==> src/rtl/ej32_pkg.sv <==
// Shared eJ32 types, opcode constants and the per-opcode phase table.
// Used by the decoder, the branching unit and the testbench.
package ej32_pkg;

   localparam int PH_W = 3;

   typedef logic [7:0] opcode_t;

   typedef enum logic [1:0] {
      RST   = 2'd0,
      FETCH = 2'd1,
      EXEC  = 2'd2
   } dc_state_t;

   localparam opcode_t OP_NOP           = 8'h00;
   localparam opcode_t OP_IFEQ          = 8'h99;
   localparam opcode_t OP_IF_ICMPLE     = 8'hA4;
   localparam opcode_t OP_GOTO          = 8'hA7;
   localparam opcode_t OP_JSR           = 8'hA8;
   localparam opcode_t OP_INVOKEVIRTUAL = 8'hB6;
   localparam opcode_t OP_INVOKEDYNAMIC = 8'hBA;
   localparam opcode_t OP_DONEXT        = 8'hCA;

   // Phases per opcode, 1..8.  if* and if_icmp* are contiguous
   // (0x99..0xA4).
   function automatic logic [PH_W:0] op_len(input opcode_t op);
      logic [PH_W:0] n;
      n = (PH_W+1)'(1);
      unique case (1'b1)
         (op >= OP_IFEQ && op <= OP_IF_ICMPLE),
         (op == OP_GOTO),
         (op == OP_INVOKEVIRTUAL),
         (op == OP_DONEXT):
            n = (PH_W+1)'(2);
         (op == OP_JSR):
            n = (PH_W+1)'(3);
         default:
            n = (PH_W+1)'(1);
      endcase
      return n;
   endfunction

   // Low for invokedynamic and any opcode above donext.
   function automatic logic op_valid(input opcode_t op);
      return !((op == OP_INVOKEDYNAMIC) || (op > OP_DONEXT));
   endfunction

endpackage

==> src/rtl/ej32_dc.sv <==
// eJ32 instruction decode / phase sequencer.
// Ports: clk, rst (sync, high), dc_en, data[7:0], hold, br_jmp in;
//        code_o[7:0], phase_o, last_o, bubble_o, err_o out.
module ej32_dc
   import ej32_pkg::*;
#(
   parameter int PH_SZ = PH_W
) (
   input  logic             clk,
   input  logic             rst,
   input  logic             dc_en,
   input  logic [7:0]       data,
   input  logic             hold,
   input  logic             br_jmp,
   output logic [7:0]       code_o,
   output logic [PH_SZ-1:0] phase_o,
   output logic             last_o,
   output logic             bubble_o,
   output logic             err_o
);

   dc_state_t        state_q, state_d;
   opcode_t          code_q, code_d;
   logic [PH_SZ-1:0] phase_q, phase_d;
   logic             err_q, err_d;
   logic             bubble_q, bubble_d;
   logic             go;
   logic             jump;
   logic             issue;
   logic [PH_W:0]    len;

   // State register
   always_ff @(posedge clk) begin
      if (rst) state_q <= RST;
      else     state_q <= state_d;
   end

   // Datapath registers
   always_ff @(posedge clk) begin
      if (rst) begin
         code_q   <= OP_NOP;
         phase_q  <= '0;
         err_q    <= 1'b0;
         bubble_q <= 1'b1;
      end else begin
         code_q   <= code_d;
         phase_q  <= phase_d;
         err_q    <= err_d;
         bubble_q <= bubble_d;
      end
   end

   // Next state; hold outranks br_jmp
   always_comb begin
      state_d = state_q;
      unique case (state_q)
         RST:     if (dc_en) state_d = FETCH;
         FETCH:   if (go) state_d = EXEC;
         EXEC:    if (jump) state_d = FETCH;
         default: state_d = RST;
      endcase
   end

   // Outputs; last_o depends on registered state only
   always_comb begin
      len      = op_len(code_q);
      last_o   = (state_q == EXEC) &&
                 (phase_q == PH_SZ'(len - 1'b1));
      code_o   = code_q;
      phase_o  = phase_q;
      bubble_o = bubble_q;
      err_o    = err_q;
   end

   // Code / phase / error update
   always_comb begin
      go     = dc_en && !hold;
      jump   = go && (state_q == EXEC) && br_jmp;
      issue  = go && ((state_q == FETCH) ||
               ((state_q == EXEC) && last_o && !br_jmp));
      code_d   = code_q;
      phase_d  = phase_q;
      err_d    = err_q;
      bubble_d = (state_d != EXEC);
      if (jump) begin
         // bubble cycle reads as nop
         code_d  = OP_NOP;
         phase_d = '0;
      end else if (issue) begin
         // unsupported opcodes run as a 1-phase nop
         code_d  = op_valid(data) ? data : OP_NOP;
         phase_d = '0;
         err_d   = err_q | !op_valid(data);
      end else if (go && (state_q == EXEC)) begin
         phase_d = phase_q + 1'b1;
      end
   end

endmodule

==> config.mk <==
export PLATFORM = sky130hd
export DESIGN_NAME = ej32_dc
export DESIGN_NICKNAME = d
export VERILOG_FILES = /design/src/rtl/ej32_pkg.sv /design/src/rtl/ej32_dc.sv
export SDC_FILE = /design/constraint.sdc
export NUM_CORES = 1
export LEC_CHECK = 0
export BUFFER_PORTS_ARGS = -buffer_cell sky130_fd_sc_hd__buf_2
export CORE_UTILIZATION = 44
export DETAILED_ROUTE_END_ITERATION = 8
export PLACE_DENSITY = 0.74
export SYNTH_ARGS = -nofsm -noshare
export SYNTH_HDL_FRONTEND = slang
export SYNTH_SLANG_ARGS = --single-unit
==> constraint.sdc <==
create_clock -name clk -period 1.8 [get_ports clk]
set_clock_uncertainty 0.2 [all_clocks]
set_input_delay 0.27 -clock clk [delete_from_list [all_inputs] [get_ports clk]]
set_output_delay 0.27 -clock clk [all_outputs]
set_load 0.005 [all_outputs]
==> results.ini <==
[timing]
worst_slew_pin_slew_ns = 0.675
tns_ns = -3.38
setup_viol = 13
whs_ns = 0.00239
slew_violations = 0
grt_setup_unrepaired = yes
finalCritPeriodShare_pct = 120
setup_ws_ns = -0.360
min_period_ns = 2.16
slew_headroom_pct = 54.5
fmax_ghz = 0.463
final-hold-violation-count = 0

[yosys]
ys_ff_latch = 15
post_synth_inst_count = 89
synth_flop_cell = dfxtp_1
synth_cell_types = 36
yosysSeqAreaShare_pct = 36.1
netlist_area_um2 = 832
synth_edf_count = 0
synth-async-reset-ratio_pct = 0
yosysWarningCount = 0
syn_nets = 103
postSynthAreaPerCell_um2 = 9.35

[worst_setup_path]
crit_path_start = code_o[0]$_SDFFE_PP0P_
critPathMaxStageDelay_ns = 0.37
cp.required_ns = 1.33
worst-path-stages = 6
crit_path_max_fanout = 4
reg2reg_depth = 7
slowest_stage = dfxtp_4
worst-setup-path-type = flop to output pin
critPathArrivalTime_ns = 1.69
cp-end-kind = output pin
path_delay_family = compound AO/OA/AOI/OAI gates
cp_num_buf_inv = 1
cp-start-kind = flop
r2r-start = code_o[1]$_SDFFE_PP0P_
worstPathCellList = nand3b_1 -> a211o_1 -> a41oi_2 -> xnor2_2 -> and2_1 -> buf_2

[power_and_ir_drop]
p_total_uw = 646
power_density_nw_per_um2 = 523
swShare_pct = 26.0
p_leak_uw = 0.000570
power_frac_comb_pct = 16.9
p_int_uw = 478
pwr-share-seq_pct = 53.8
p_switching_uw = 168
power_frac_clock_pct = 29.3
ir_worst_vdd_mv = 0.414

[floorplanning]
start_util_pct = 47.7
die_w_um = 45.5
die_area_um2 = 2070
die_h_um = 45.5
core_um2 = 1750
num_rows = 15
io-pin-count = 27

[clock_tree]
cts_made_buffers = 3
path_clk_slew_ns = 0.09
cts-root-buf = clkbuf_4
cts_tree = done
cts_max_path_buffers = 2
h-tree-depth = 1
insertion_delay_ns = 0.28
cts_sinks = 15

[place]
gp_congestion = 0.771
io_buffers = 26
place_ws_ns = -0.239
hpwl_um = 1520

[drt]
vias = 853
wl_um = 2130
vias_per_cell = 5.23
avgRoutedWirePerCell_um = 13.1
drt_iter0_drc = 29
postRouteAntennaNets = 0
dr.pass1.iters = 4
drc = 0

[finish]
regArea_um2 = 318
multi_input_area_um2 = 572
finalNetCount = 153
fillers = 138
drive_gt1_share_pct = 46.4
area_growth_pct = 48.4
num_antenna_cells = 0

[global_route]
grt_pass1_vias = 809
antenna_found_initial = 0
overflow = 0
grt_max_degree = 10
grt_pass1_wl_um = 3560
grt_use_total_pct = 23.9

[status]
failed_checks = negative setup slack
status = finished, violations left

[min_path]
holdPathStages = 2
hp-class = primary input to flop
min-delay-start = rst

[run]
drv_cap = 0

-- through the flow --
stage / util [%] / cells / area, um2
floorplan: - / 89 / 857
global placement: 63.7 / 153 / 1110
detailed placement: 63.7 / 153 / 1110
CTS: 70.0 / 162 / 1220
global route: 70.8 / 163 / 1230
finish: 70.8 / 163 / 1230
-- cell type report --
cell class	instances	area share (%)
inverter	3	0.912
multi-input combinational	71	46.3
tap	25	2.53
sequential	15	25.7
clock inverter	1	0.405
timing repair buffer	45	22.3
clock buffer	3	1.82
-- worst paths after layout --
| path | slack (ns) | end |
|---|---|---|
| max | -0.36 | last_o |
| max reg2reg | -0.32 | code_o[2]$_SDFFE_PP0P_ |
| min | 0.002 | state_q[1]$_SDFF_PP0_ |
| min reg2reg | 0.28 | err_o$_SDFFE_PP0P_ |
-- placed cells by master, fill, tap and decap left out, types with 2 or more instances in the layout --
cell type,instances
a22o_1,6
a21o_1,2
xor2_1,2
and2_1,2
o21ai_0,2
and3b_1,2
dfxtp_2,2
nand2_1,6
dfxtp_1,9
a21oi_4,3
buf_2,26
dfxtp_4,4
a21oi_1,2
a211o_1,2
nand2b_1,3
nand3_1,4
inv_1,3
and2b_1,3
clkbuf_4,3
buf_4,18
nor2_1,7
o21ai_1,3
o2bb2ai_1,2
-- logic make-up (layout without fill, tap and decap cells) --
logic type / count (synthesis) / in the layout / share of synthesized area [%]
AOI/OAI and AO/OA: 28 / 29 / 26.9
adders and majority gates: 1 / 1 / 1.50
DFF: 15 / 15 / 36.1
xor gates and xnor gates: 3 / 3 / 4.06
muxes: 1 / 1 / 1.20
and+or+nand+nor: 37 / 37 / 27.5
buffers and inverters: 4 / 52 / 2.71
-- power groups by stage --
stage               clock network [uW]  logic (uW)  registers (uW)
floorplan                            0        45.8             355
global placement                     0        92.2             355
detailed placement                   0        94.3             355
CTS                                194         106             347
global route                       210         120             350
finish                             189         109             348
-- cell usage after synthesis, drive strengths merged (2+ instances only) --
library cell,instances,area share [%]
dfxtp,15,36
nor2,7,3.2
a22o,6,6.3
nand2,6,2.7
o21ai,5,3.0
a21oi,4,2.9
nand3,4,2.4
and2,3,2.3
and2b,3,2.7
inv,3,1.4
nand2b,3,2.3
o2bb2ai,3,3.9
a211o,2,2.1
a21o,2,1.8
and3b,2,2.1
nor3b,2,1.8
xor2,2,2.1
-- sequential cells by signal, summed over array words and instances, names as in the netlist --
name,count
state_q,2
phase_o,3
code_o,8
bubble_o,1
err_o,1
-- metal layers --
metal  up-vias  routed length, um  GRT usage (%)
met1       392                953           31.5
met2        23               1050           39.1
met3         4                 96           2.38
met5         -                  0              0
li1        434                  -              -
met4         0                 33           10.9
-- repair_timing --
item / CTS / global route
gates resized for setup: 6 / 4
pin swaps: 4 / 8
hold buffers: 1 / 0
endpoints found under the hold margin: 1 / 0
cloned: 1 / 0
buffers inserted: 3 / 2
setup endpoints to repair: 13 / 13
Power figures use the tool's default switching activity.
